--- config.mk ---
export PLATFORM = sky130hd
export DESIGN_NAME = spi_slave_rx_param
export DESIGN_NICKNAME = d
export VERILOG_FILES = /design/src/rtl/spi_slave_rx_param.sv
export SDC_FILE = /design/constraint.sdc
export NUM_CORES = 1
export LEC_CHECK = 0
export CORE_ASPECT_RATIO = 2
export CORE_MARGIN = 2
export CORE_UTILIZATION = 45
export DETAILED_ROUTE_END_ITERATION = 8
export PLACE_DENSITY = 0.71
export SLEW_MARGIN = 5
export SYNTH_ARGS = -nofsm -noshare
export SYNTH_HDL_FRONTEND = slang
export SYNTH_SLANG_ARGS = --single-unit
export TNS_END_PERCENT = 5
--- constraint.sdc ---
create_clock -name sync_clock -period 2 [get_ports sync_clock]
set_input_delay 0.4 -clock sync_clock [delete_from_list [all_inputs] [get_ports sync_clock]]
set_output_delay 0.4 -clock sync_clock [all_outputs]
set_load 0.02 [all_outputs]
--- src/rtl/spi_slave_rx_param.sv ---
// Parametrised SPI slave receiver that assembles DATA_W-bit words into a valid/ready holding register.
// Define SPI_SLAVE_TX_EN to add the full-duplex transmit path (tx_data in, miso out).
module spi_slave_rx_param #(
  parameter int unsigned DATA_W    = 12,
  parameter int unsigned LSB_FIRST = 1,
  parameter int unsigned CONT_MODE = 0
) (
  input  logic              sync_clock,
  input  logic              rst,
  input  logic              cs,
  input  logic              mosi,
  output logic [DATA_W-1:0] dout,
  output logic              rx_valid,
  input  logic              rx_ready,
  output logic              done,
  output logic              frame_err,
  output logic              overrun,
  input  logic              ovr_clr
`ifdef SPI_SLAVE_TX_EN
  ,
  input  logic [DATA_W-1:0] tx_data,
  output logic              miso
`endif
);

  localparam int unsigned CntW = $clog2(DATA_W);
  localparam logic [CntW-1:0] LastCnt = CntW'(DATA_W - 1);

  typedef enum logic [1:0] {StIdle, StShift, StWaitHi} state_e;

  state_e            r_state, w_state_nxt;
  logic [CntW-1:0]   r_cnt, w_cnt_nxt;
  logic [DATA_W-1:0] r_shift, w_shift_nxt, w_shift_in;
  logic [DATA_W-1:0] r_dout, w_dout_nxt;
  logic              r_valid, w_valid_nxt;
  logic              r_done, w_done_nxt;
  logic              r_ferr, w_ferr_nxt;
  logic              r_ovr, w_ovr_nxt;
  logic              w_sample, w_complete;

  assign w_sample   = (r_state == StShift) && !cs;
  assign w_complete = w_sample && (r_cnt == LastCnt);
  assign w_shift_in = (LSB_FIRST != 0) ? {mosi, r_shift[DATA_W-1:1]}
                                       : {r_shift[DATA_W-2:0], mosi};

  always_comb begin
    w_state_nxt = r_state;
    w_cnt_nxt   = r_cnt;
    w_shift_nxt = r_shift;
    w_dout_nxt  = r_dout;
    w_valid_nxt = r_valid;
    w_done_nxt  = 1'b0;
    w_ferr_nxt  = 1'b0;
    w_ovr_nxt   = r_ovr;

    unique case (r_state)
      StIdle: begin
        if (!cs) begin
          w_state_nxt = StShift;
          w_cnt_nxt   = '0;
          w_shift_nxt = '0;
        end
      end
      StShift: begin
        if (cs) begin
          w_ferr_nxt  = (r_cnt != '0);
          w_state_nxt = StIdle;
          w_cnt_nxt   = '0;
          w_shift_nxt = '0;
        end else if (w_complete) begin
          w_done_nxt  = 1'b1;
          w_cnt_nxt   = '0;
          w_shift_nxt = '0;
          w_state_nxt = (CONT_MODE != 0) ? StShift : StWaitHi;
        end else begin
          w_shift_nxt = w_shift_in;
          w_cnt_nxt   = r_cnt + 1'b1;
        end
      end
      StWaitHi: begin
        if (cs) w_state_nxt = StIdle;
      end
      default: w_state_nxt = StIdle;
    endcase

    // A fresh overrun on the same edge as ovr_clr must win, so the set is applied last.
    if (ovr_clr) w_ovr_nxt = 1'b0;
    if (w_complete) begin
      if (!r_valid || rx_ready) begin
        w_dout_nxt  = w_shift_in;
        w_valid_nxt = 1'b1;
      end else begin
        w_ovr_nxt = 1'b1;
      end
    end else if (r_valid && rx_ready) begin
      w_valid_nxt = 1'b0;
    end
  end

  always_ff @(posedge sync_clock) begin
    if (rst) begin
      r_state <= StIdle;
      r_cnt   <= '0;
      r_shift <= '0;
      r_dout  <= '0;
      r_valid <= 1'b0;
      r_done  <= 1'b0;
      r_ferr  <= 1'b0;
      r_ovr   <= 1'b0;
    end else begin
      r_state <= w_state_nxt;
      r_cnt   <= w_cnt_nxt;
      r_shift <= w_shift_nxt;
      r_dout  <= w_dout_nxt;
      r_valid <= w_valid_nxt;
      r_done  <= w_done_nxt;
      r_ferr  <= w_ferr_nxt;
      r_ovr   <= w_ovr_nxt;
    end
  end

  assign dout      = r_dout;
  assign rx_valid  = r_valid;
  assign done      = r_done;
  assign frame_err = r_ferr;
  assign overrun   = r_ovr;

`ifdef SPI_SLAVE_TX_EN
  logic [DATA_W-1:0] r_tx, w_tx_nxt;

  // Reload at frame start and at every word boundary that keeps shifting.
  always_comb begin
    w_tx_nxt = r_tx;
    if ((r_state == StIdle) && !cs) begin
      w_tx_nxt = tx_data;
    end else if (w_complete && (CONT_MODE != 0)) begin
      w_tx_nxt = tx_data;
    end else if (w_sample) begin
      w_tx_nxt = (LSB_FIRST != 0) ? (r_tx >> 1) : (r_tx << 1);
    end
  end

  always_ff @(posedge sync_clock) begin
    if (rst) r_tx <= '0;
    else     r_tx <= w_tx_nxt;
  end

  assign miso = (r_state == StShift) && ((LSB_FIRST != 0) ? r_tx[0] : r_tx[DATA_W-1]);
`endif

endmodule

---- Word-level counts from Yosys, hierarchy flattened ----
Cells that the tools add are included.
cells by class
  muxes and demuxes ....................... 20
  reductions and logical operators ........ 16
  bitwise gates (word level) .............. 2
  equality and inequality tests ........... 7
  add/sub/neg operators ................... 1
operators with widths
  operator                                                number
  two-way mux 12 bit                                      3
  case mux 12 bit (2 select lines)                        1
  two-way mux 4 bit                                       3
  two-way mux 2 bit                                       4
  case mux 4 bit (2 select lines)                         1
  two-way mux 1 bit                                       7
  case mux 2 bit (3 select lines)                         1
  AND reduction 2 bit                                     3
  OR reduction 3 bit                                      2
  adder 4 x 1 -> 4 bit (second input constant)            1
  equality test 4 bit (second input constant)             1
  inequality test 2 bit (second input constant)           2
  nonzero test 2 bit                                      2
  nonzero test 4 bit                                      1
  logical AND 1 bit                                       3
  inequality test 3 bit (second input constant)           1
  AND reduction 3 bit                                     1
  equality test 2 x 1 -> 1 bit (second input constant)    1
  equality test 2 bit (second input constant)             1
  logical NOT 1 bit                                       2
  logical NOT 2 bit                                       1
  inequality test 2 x 1 -> 1 bit (second input constant)  1
  inverter 1 bit                                          2
  logical OR 1 bit                                        1
storage, ports and cells
  input bits .............................. 6
  word-level logic and storage cells ...... 54
  bits in registers ....................... 34

---- Depth between registers and ports, before layout ----
Gate-level depths: netlist of the first run.
  depth after elaboration ................. 6
  depth in mapped cells ................... 5
  gate-level depth less buffers ........... 4

---- Worst setup path before layout of the first run ----
OpenSTA, ideal clock, no wires.
  path type ............................... register to register
  from .................................... register r_cnt[0]
  to ...................................... register r_dout[10], in the netlist dout[10]
  required time ........................... 1.928 ns
  data arrival time ....................... 1.452 ns
  setup slack ............................. 0.476 ns
  stages on the path, launching flop included .. 6
  buffers on the path ..................... 1
  cell sequence ........................... dfxtp_1 -> ha_1 -> nand4b_1 -> nor4_4 -> buf_6 -> mux2i_1
between the ends
  longest elaborated chain between the ends .. 3
ends and longest elaborated chain
  element                               RTL line  text
  start, declared                       32        logic [CntW-1:0] r_cnt, w_cnt_nxt;
  start signal, assigned                112       r_cnt <= w_cnt_nxt;
  equality test 4 bit                   42        assign w_complete = w_sample && (r_cnt == LastCnt);
  logical AND 1 bit                     42
  AND reduction 2 bit (no source line)  --
  end signal, assigned                  114       r_dout <= w_dout_nxt;
  end, declared                         34        logic [DATA_W-1:0] r_dout, w_dout_nxt;
Every way passes these cells.
A chain may end at the register's enable or synchronous reset.

---- Final worst setup path of the first run ----
  from .................................... register r_cnt[0]
  to ...................................... register r_dout[0], in the netlist dout[0]
Same word-level chain as after synthesis.

==> impl_metrics.py, run 1 <==
metrics = {
    "synth": {
        "synthesis.area_um2": 1520,
        "synth-seq-area-share": 0.433,
        "synth_area_per_cell_um2": 9.83,
        "synth_cell_types": 32,
        "yosys.area_share.simple": 0.264,
        "yosys-mux-area-fraction": 0.0862,
        "synth_nets": 163,
        "yosysWarnings": 0,
        "synth_compound_area_frac": 0.147,
        "synth_adder_area_share": 0.0164,
        "synth_xor_area_frac": 0,
        "ys.flop_type": "dfxtp_1",
        "syn_inst": 155,
        "synth-seq-cells": 33,
        "async_flop_share": 0,
        "synth_top_family_by_area": "simple AND/OR/NAND/NOR gates",
        "synth_edf_count": 0,
    },
    "clocking": {
        "cts-root-buf": "clkbuf_8",
        "postCtsSetupRepairBufs": 0,
        "post_cts_resized": 0,
        "cts.hold.buffers_added": 0,
        "tritoncts": "built",
        "numCtsBuffers": 5,
        "cts_max_level": 2,
        "cts_sinks": 33,
        "clkTransAtPathRegs_ns": 0.06,
        "insertion_delay_ns": 0.28,
        "clk_path_buf_depth": 2,
    },
    "final_layout": {
        "area_growth_pct": 22.5,
        "drive_above_1_share": 0.102,
        "nets": 185,
        "n_antenna_cell": 0,
        "final_util": 0.585,
    },
    "global_route": {
        "grt_usage": 0.170,
        "grt_max_degree": 46,
        "antenna_found_initial": 0,
        "grt_pass1_wl_um": 4940,
        "grt-ovfl-total": 0,
        "first_global_vias": 1108,
    },
    "floorplan": {
        "die_x_um": 45.2,
        "dieArea_um2": 3900,
        "initial_utilization": 0.477,
        "chipHeight_um": 86.3,
        "io_pins": 22,
        "coreArea_um2": 3190,
        "placementRows": 29,
    },
    "routing": {
        "routedWlPerCell_um": 13.8,
        "ant_nets": 0,
        "post-route-drc-count": 0,
        "dr.pass1.iters": 4,
        "via_per_inst": 5.61,
        "routed_wl_um": 2870,
        "via_count": 1166,
        "first_iter_violations": 21,
    },
    "timing": {
        "finalHoldViolations": 0,
        "timing.final.crit_share": 0.835,
        "final_max_slew_viol_count": 0,
        "worstMarginPinSlew_ns": 1.03,
        "fmax_mhz": 599,
        "worst_hold_slack_ns": 0.474,
        "rsz0062_at_grt": "false",
        "tns_ns": 0,
        "clock_skew_ns": 0.00318,
        "setup_viol_count_final": 0,
        "min_period_ns": 1.67,
        "relSlewSlack": 0.314,
    },
    "worst_setup_path": {
        "arrival_ns": 1.87,
        "cpMaxStageDelayCell": "dfxtp_1",
        "cp-start-kind": "flop",
        "path_delay_family": "simple AND/OR/NAND/NOR gates",
        "crit_type": "reg2reg",
        "crit_required_ns": 2.20,
        "cp-end-kind": "flop",
        "max_stage_delay_ns": 0.39,
        "worst-path-buf-inv": 1,
        "crit_chain": "ha_1 -> nand4b_1 -> nor4_4 -> buf_12 -> mux2i_1",
        "critPathMaxFanout": 12,
    },
    "hold_path": {
        "worstHoldPathType": "reg2reg",
    },
    "placement": {
        "numPortBuffers": 21,
        "place_hpwl_um": 2060,
        "gp_congestion": 0.724,
    },
    "power": {
        "powerDensity_nw_per_um2": 662,
        "leakage_uw": 0.000572,
        "ir_drop_mv": 0.608,
    },
    "run_status": {
        "status": "finished, final reports clean",
    },
    "flow_run": {
        "cap_violations": 0,
    },
}
worst paths after layout:
check,startpoint,end,slack (ns),depth (start not counted)
hold / removal,dout[2],dout[2],0.47,2
setup / recovery,r_cnt[0],dout[0],0.33,5
hold reg to reg,dout[2],dout[2],0.47,2
setup reg to reg,r_cnt[0],dout[0],0.33,5
synth_stat cells (2+ instances only):
master	number	area (um2)
a21oi_1	3	15.0
ha_1	2	25.0
o21ai_1	6	30.0
a211oi_2	2	25.0
and3b_1	2	17.5
nor2_1	4	15.0
o31ai_1	2	15.0
a211oi_1	13	97.6
dfxtp_1	33	661
inv_1	3	11.3
nor2b_1	2	12.5
mux2i_1	12	120
buf_6	2	22.5
nand2b_1	25	156
nand3_1	3	15.0
or3b_1	11	96.3
clkbuf_1	8	30.0
o21ai_0	7	35.0
buf_2	2	10.0
state kept, by name, indices dropped and copies added, names as in the netlist:
register   count
overrun        1
rx_valid       1
frame_err      1
r_state        2
done           1
r_shift       11
r_cnt          4
dout          12
layout make-up:
type                            count  area [um2]
Tap cell                           31        38.8
Clock buffer                        7        86.3
Inverter                            3        11.3
Sequential cell                    33         661
Fill cell                         280        1330
Multi-Input combinational cell    106         782
Timing Repair Buffer               28         288
worst min-delay path, delay by kind of cell (launching register included):
kind,cells,cell delay [ns]
mux,1,0.06
simple gates,1,0.06
flops,1,0.31
cell usage in the layout, fill, tap and decap left out, types with 2 or more instances in the layout:
cell type and instances:
nand2b_1 25, buf_4 5, a211oi_1 13, clkdlybuf4s50_1 21, or3b_1 11, o21ai_1 6
mux2i_1 12, nor2b_1 2, clkbuf_8 6, a211oi_2 2, nor2_1 4, dfxtp_1 33
and3b_1 2, inv_1 3, ha_1 2, nand3_1 3, buf_12 2, a21oi_1 3
o31ai_1 2, o21ai_0 7
report_power, final:
part	total (uW)	switching, uW	internal [uW]
clock network	493	220	273
logic	76.5	39.0	37.5
registers	666	4.97	661
cells by family (layout without fill, tap and decap cells):
logic type / Yosys count / after routing
simple gates: 57 / 57
compound gates: 34 / 34
flops: 33 / 33
buf+inv: 16 / 38
mux: 13 / 13
fa+ha+maj: 2 / 2
layer usage:
| layer | vias to the layer above | routed length, um | GRT usage |
|---|---|---|---|
| met2 | 23 | 1530 | 0.282 |
| met3 | 6 | 96 | 0.0438 |
| met1 | 543 | 1190 | 0.196 |
| met5 | - | 0 | 0 |
| li1 | 594 | - | - |
| met4 | 0 | 57 | 0.0802 |
through the flow:
stage	setup WS, ns	instance area [um2]	instances	total power [uW]
2_1_floorplan	0.476	1520	155	728
3_3_place_gp	0.115	1780	201	756
3_5_place_dp	0.0630	1780	201	758
4_1_cts	0.297	1870	208	1250
5_1_grt	0.189	1870	208	1290
6_report	0.329	1870	208	1240
Note: power is estimated with default switching activity, not from simulation.
==> inputs of run 2 (changes only) <==
PLACE_DENSITY = 0.74   (was 0.71)
clock period = 1.45 ns   (was 2 ns; I/O delays follow)
==> run 2 against run 1 <==
First-iteration DRC count decreased by 19%. Flip-flop and latch count unchanged. Final area increased by 5.1%. Worst setup slack got worse by 0.32 ns. Global-route usage increased by 0.76 points. Highest routed layer unchanged. Fmax increased by 16%. Critical endpoint is now dout[8]. Core utilization increased by 3.0 points. Sequential power increased by 38%. Critical path depth unchanged. Final cell count increased by 5.8%.
==> impl_metrics.py, run 2 (same netlist as run 1, synthesis figures left out) <==
metrics = {
    "power": {
        "p_int_uw": 1310,
        "p_seq_frac": 0.544,
        "clkPwrFrac": 0.384,
        "ir_drop_mv": 0.786,
        "net-switching-power_uw": 382,
        "power_frac_comb": 0.072,
        "leakage_uw": 0.000715,
        "powerDensity_nw_per_um2": 860,
        "swShare": 0.226,
    },
    "global_route": {
        "use_met1": 0.182,
        "antenna_found_initial": 0,
        "grt_pass1_wl_um": 5190,
        "grt_max_degree": 46,
        "grt_usage": 0.178,
        "gr-usage-met3": 0.0458,
        "first_global_vias": 1195,
        "use_met2": 0.314,
        "grt.busiest_layer": "met2",
        "grt-ovfl-total": 0,
    },
    "worst_setup_path": {
        "path_delay_family": "simple AND/OR/NAND/NOR gates",
        "worst-path-buf-inv": 1,
        "arrival_ns": 1.65,
        "cp-start-kind": "flop",
        "max_stage_delay_ns": 0.37,
        "cp-end-kind": "flop",
        "crit_required_ns": 1.66,
        "cpMaxStageDelayCell": "dfxtp_4",
        "crit_chain": "ha_4 -> nand4b_1 -> nor4_4 -> buf_12 -> mux2i_1",
        "crit_type": "reg2reg",
        "critPathMaxFanout": 12,
    },
    "final_layout": {
        "nets": 196,
        "area_growth_pct": 28.7,
        "final_common_cell": "dfxtp_1",
        "n_antenna_cell": 0,
        "largest_reg_flops": 12,
        "final_util": 0.614,
        "stdcell_count": 220,
        "final_cell_mix": "30 x dfxtp_1, 25 x nand2b_1, 16 x dlygate4sd2_1, 15 x buf_4",
        "drive_above_1_share": 0.185,
    },
    "flow_run": {
        "cap_violations": 0,
    },
    "routing": {
        "via_per_inst": 5.72,
        "ant_nets": 0,
        "routed_wl_um": 2940,
        "dr.pass1.iters": 4,
        "via_count": 1258,
        "routedWlPerCell_um": 13.4,
        "first_iter_violations": 17,
        "post-route-drc-count": 0,
    },
    "floorplan": {
        "chipHeight_um": 86.3,
        "dieArea_um2": 3900,
        "initial_utilization": 0.477,
        "placementRows": 29,
        "io_pins": 22,
        "coreArea_um2": 3190,
        "die_x_um": 45.2,
    },
    "clocking": {
        "clk_path_buf_depth": 2,
        "clkTransAtPathRegs_ns": 0.06,
        "cts.hold.buffers_added": 0,
        "postCtsSetupRepairBufs": 0,
        "cts-root-buf": "clkbuf_8",
        "cts_max_level": 2,
        "insertion_delay_ns": 0.28,
        "cts_sinks": 33,
        "tritoncts": "built",
        "numCtsBuffers": 5,
    },
    "placement": {
        "gp_congestion": 0.733,
        "numPortBuffers": 21,
        "dp_cells": 212,
        "pre_cts_slack_ns": -0.341,
        "place_hpwl_um": 2220,
    },
    "timing": {
        "final_max_slew_viol_count": 0,
        "relSlewSlack": 0.816,
        "setup_viol_count_final": 0,
        "setup_ws_ns": 0.00822,
        "clock_skew_ns": 0.00232,
        "timing.final.crit_share": 0.994,
        "min_period_ns": 1.44,
        "finalHoldViolations": 0,
        "worstMarginPinSlew_ns": 0.275,
        "rsz0062_at_grt": "true",
        "fmax_mhz": 694,
    },
    "hold_path": {
        "worstHoldPathType": "reg2reg",
    },
    "run_status": {
        "status": "finished, final reports clean",
    },
}
[run 2: layout make-up]
type,instances,area (um2)
fillers,280,1230
multi-input cells,106,805
flip-flops and latches,33,667
repair buffers,39,358
clock buffers,6,72.6
well taps,31,38.8
inverters,3,11.3
clock inverters,2,10.0
[run 2: power by group through the flow]
stage	Clock (uW)	Combinational [uW]	Sequential, uW
3_5_place_dp	0	117	938
2_1_floorplan	0	67.5	938
5_1_grt	706	133	917
6_report	648	121	918
4_1_cts	667	120	918
3_3_place_gp	0	113	938
[run 2: per-stage QoR]
stage / TNS, ns / hold WS, ns / power (uW) / area, um2
4_1_cts: -0.0280 / 0.475 / 1710 / 1960
5_1_grt: -0.700 / 0.497 / 1760 / 1960
6_report: 0 / 0.471 / 1690 / 1960
3_3_place_gp: -4.74 / 0.458 / 1050 / 1880
2_1_floorplan: -0.446 / 0.367 / 1010 / 1540
3_5_place_dp: -5.65 / 0.459 / 1060 / 1880
[run 2: path summary, 6_finish.rpt]
| kind | from | to | slack (ns) | cells past startpoint |
|---|---|---|---|---|
| max | r_cnt[0] | dout[8] | 0.008 | 5 |
| min reg2reg | dout[1] | dout[1] | 0.47 | 2 |
| max reg2reg | r_cnt[0] | dout[8] | 0.008 | 5 |
| min | dout[1] | dout[1] | 0.47 | 2 |
[run 2: worst min-delay path: stages (launching register included)]
cell and delay, ns:
dfxtp_1 0.31, nand2b_1 0.06, mux2i_1 0.06
[run 2: per-layer routing]
metal	share of wire	up-vias
met4	0.024	0
met3	0.037	6
li1	-	619
met2	0.55	24
met5	0	-
met1	0.38	609
[run 2: repair_timing]
action,in CTS,in global routing
pin swaps,1,2
gates resized for setup,20,2
endpoints found under the hold margin,0,0
setup endpoints to repair,35,20
==> inputs of run 3 (changes only) <==
TNS_END_PERCENT = unset   (was 5)
==> run 3 against run 2 <==
Register-to-register slack about the same. Clock skew up 0.00069 ns. Via count up 2.1%. Fmax up 0.75%. Final cell count up 1.4%. Sequential power about the same. Clock power about the same. Core utilization up 2.6 points. Final area up 4.2%. Combinational power up 22%. Critical endpoint unchanged. Largest power group unchanged.
==> impl_metrics.py, run 3 (same netlist as run 1, synthesis figures left out) <==
metrics = {
    "worst_setup_path": {
        "crit_end": "dout[8]",
        "reg2reg_setup_slack_ns": 0.02,
        "cp-start-kind": "flop",
        "r2r_start": "r_cnt[1]",
        "r2r-end": "dout[8]",
        "critPathMaxFanout": 12,
        "reg2regPathDepth": 5,
        "crit_start": "r_cnt[1]",
        "crit_chain": "ha_4 -> nand4b_1 -> nor4_4 -> buf_12 -> mux2i_1",
        "max_stage_delay_ns": 0.36,
        "arrival_ns": 1.64,
        "cpMaxStageDelayCell": "dfxtp_2",
        "cp-end-kind": "flop",
        "crit_required_ns": 1.66,
        "crit_type": "reg2reg",
    },
    "clocking": {
        "clk_path_buf_depth": 2,
        "cts-root-buf": "clkbuf_8",
        "insertion_delay_ns": 0.28,
        "cts_max_level": 2,
        "clkTransAtPathRegs_ns": 0.06,
        "numCtsBuffers": 5,
        "cts_sinks": 33,
        "tritoncts": "built",
    },
    "global_route": {
        "grt-ovfl-total": 0,
        "grt_usage": 0.178,
        "first_global_vias": 1192,
        "grt_pass1_wl_um": 5190,
        "grt_max_degree": 46,
        "antenna_found_initial": 0,
    },
    "floorplan": {
        "chipHeight_um": 86.3,
        "placementRows": 29,
        "initial_utilization": 0.477,
        "io_pins": 22,
        "coreArea_um2": 3190,
        "dieArea_um2": 3900,
        "die_x_um": 45.2,
    },
    "routing": {
        "routed_wl_um": 3170,
        "ant_nets": 0,
        "post-route-drc-count": 0,
        "via_count": 1284,
        "dr.pass1.iters": 4,
        "first_iter_violations": 23,
        "via_per_inst": 5.76,
        "routedWlPerCell_um": 14.2,
    },
    "power": {
        "swShare": 0.228,
        "net-switching-power_uw": 391,
        "ir_drop_mv": 0.786,
        "p_total_uw": 1710,
        "clkPwrFrac": 0.378,
        "leakage_uw": 0.000758,
        "p_int_uw": 1320,
        "power_frac_comb": 0.086,
        "powerDensity_nw_per_um2": 838,
        "p_seq_frac": 0.535,
    },
    "timing": {
        "worstMarginPinSlew_ns": 0.279,
        "setup_viol_count_final": 0,
        "fmax_mhz": 699,
        "worst_hold_slack_ns": 0.373,
        "timing.final.crit_share": 0.987,
        "min_period_ns": 1.43,
        "relSlewSlack": 0.814,
        "tns_ns": 0,
        "clock_skew_ns": 0.00300,
        "final_max_slew_viol_count": 0,
        "finalHoldViolations": 0,
        "rsz0062_at_grt": "true",
    },
    "final_layout": {
        "nets": 199,
        "register_area_um2": 667,
        "n_antenna_cell": 0,
        "largest_reg_flops": 12,
        "multi_input_area_um2": 827,
        "area_growth_pct": 34.2,
        "final_common_cell": "dfxtp_1",
        "drive_above_1_share": 0.224,
        "fillers": 270,
        "final_cell_mix": "30 x dfxtp_1, 25 x nand2b_1, 16 x dlygate4sd2_1, 16 x buf_4, 12 x mux2i_1",
        "stdcell_count": 223,
    },
    "placement": {
        "place_hpwl_um": 2220,
        "gp_congestion": 0.733,
        "dp_cells": 212,
        "numPortBuffers": 21,
    },
    "hold_path": {
        "worstHoldPathType": "in2reg",
    },
    "flow_run": {
        "cap_violations": 0,
    },
    "run_status": {
        "status": "finished, final reports clean",
    },
}
[run 3: metrics by stage]
| step | worst slack, ns | area [um2] | utilization |
|---|---|---|---|
| floorplan | -0.0446 | 1540 | - |
| global placement | -0.264 | 1880 | 0.588 |
| detailed placement | -0.341 | 1880 | 0.588 |
| CTS | -0.0156 | 1960 | 0.613 |
| global route | -0.0673 | 2040 | 0.640 |
| finish | 0.0189 | 2040 | 0.640 |
[run 3: critical path: cells and delay by family, from the launching register on]
| kind | cells | cell delay, ns |
|---|---|---|
| buffers and inverters | 1 | 0.19 |
| and+or+nand+nor | 2 | 0.47 |
| DFF | 1 | 0.36 |
| adders and majority gates | 1 | 0.15 |
| muxes | 1 | 0.19 |
[run 3: worst min-delay path by stage]
stage          slack [ns]  cells after the start    endpoint  startpoint
2_1_floorplan        0.37                      1  r_state[1]          cs
3_3_place_gp         0.46                      2    dout[11]    dout[11]
3_5_place_dp         0.46                      2     dout[5]     dout[5]
4_1_cts              0.48                      2     dout[5]     dout[5]
5_1_grt              0.40                      3  r_state[1]          cs
6_report             0.37                      3  r_state[1]          cs
[run 3: power groups by stage]
stage                     logic [uW]  clock network (uW)  registers (uW)
after detailed placement         117                   0             938
after floorplan                 67.5                   0             938
after global placement           113                   0             938
final                            148                 648             917
after global routing             161                 706             916
after CTS                        120                 667             918
[run 3: what timing repair did]
item	CTS	global route
hold endpoints to repair	0	0
hold buffers	0	0
endpoints found under the setup margin	35	20
gates resized for setup	20	8
pin swaps	1	4
setup buffers	0	1
cloned	0	2
[run 3: final cells by class]
class                      instances  share of cell area
multi-input combinational        106               0.405
sequential                        33               0.326
timing repair buffer              42               0.204
clock buffer                       6              0.0355
tap                               31              0.0190
inverter                           3             0.00551
clock inverter                     2             0.00490
[run 3: routing by layer]
layer / up-vias / part of all wire / track usage / wire, um
li1: 623 / - / - / -
met1: 633 / 0.38 / 0.182 / 1190
met2: 22 / 0.57 / 0.314 / 1800
met3: 6 / 0.033 / 0.0458 / 106
met4: 0 / 0.023 / 0.0882 / 72
met5: - / 0 / 0 / 0
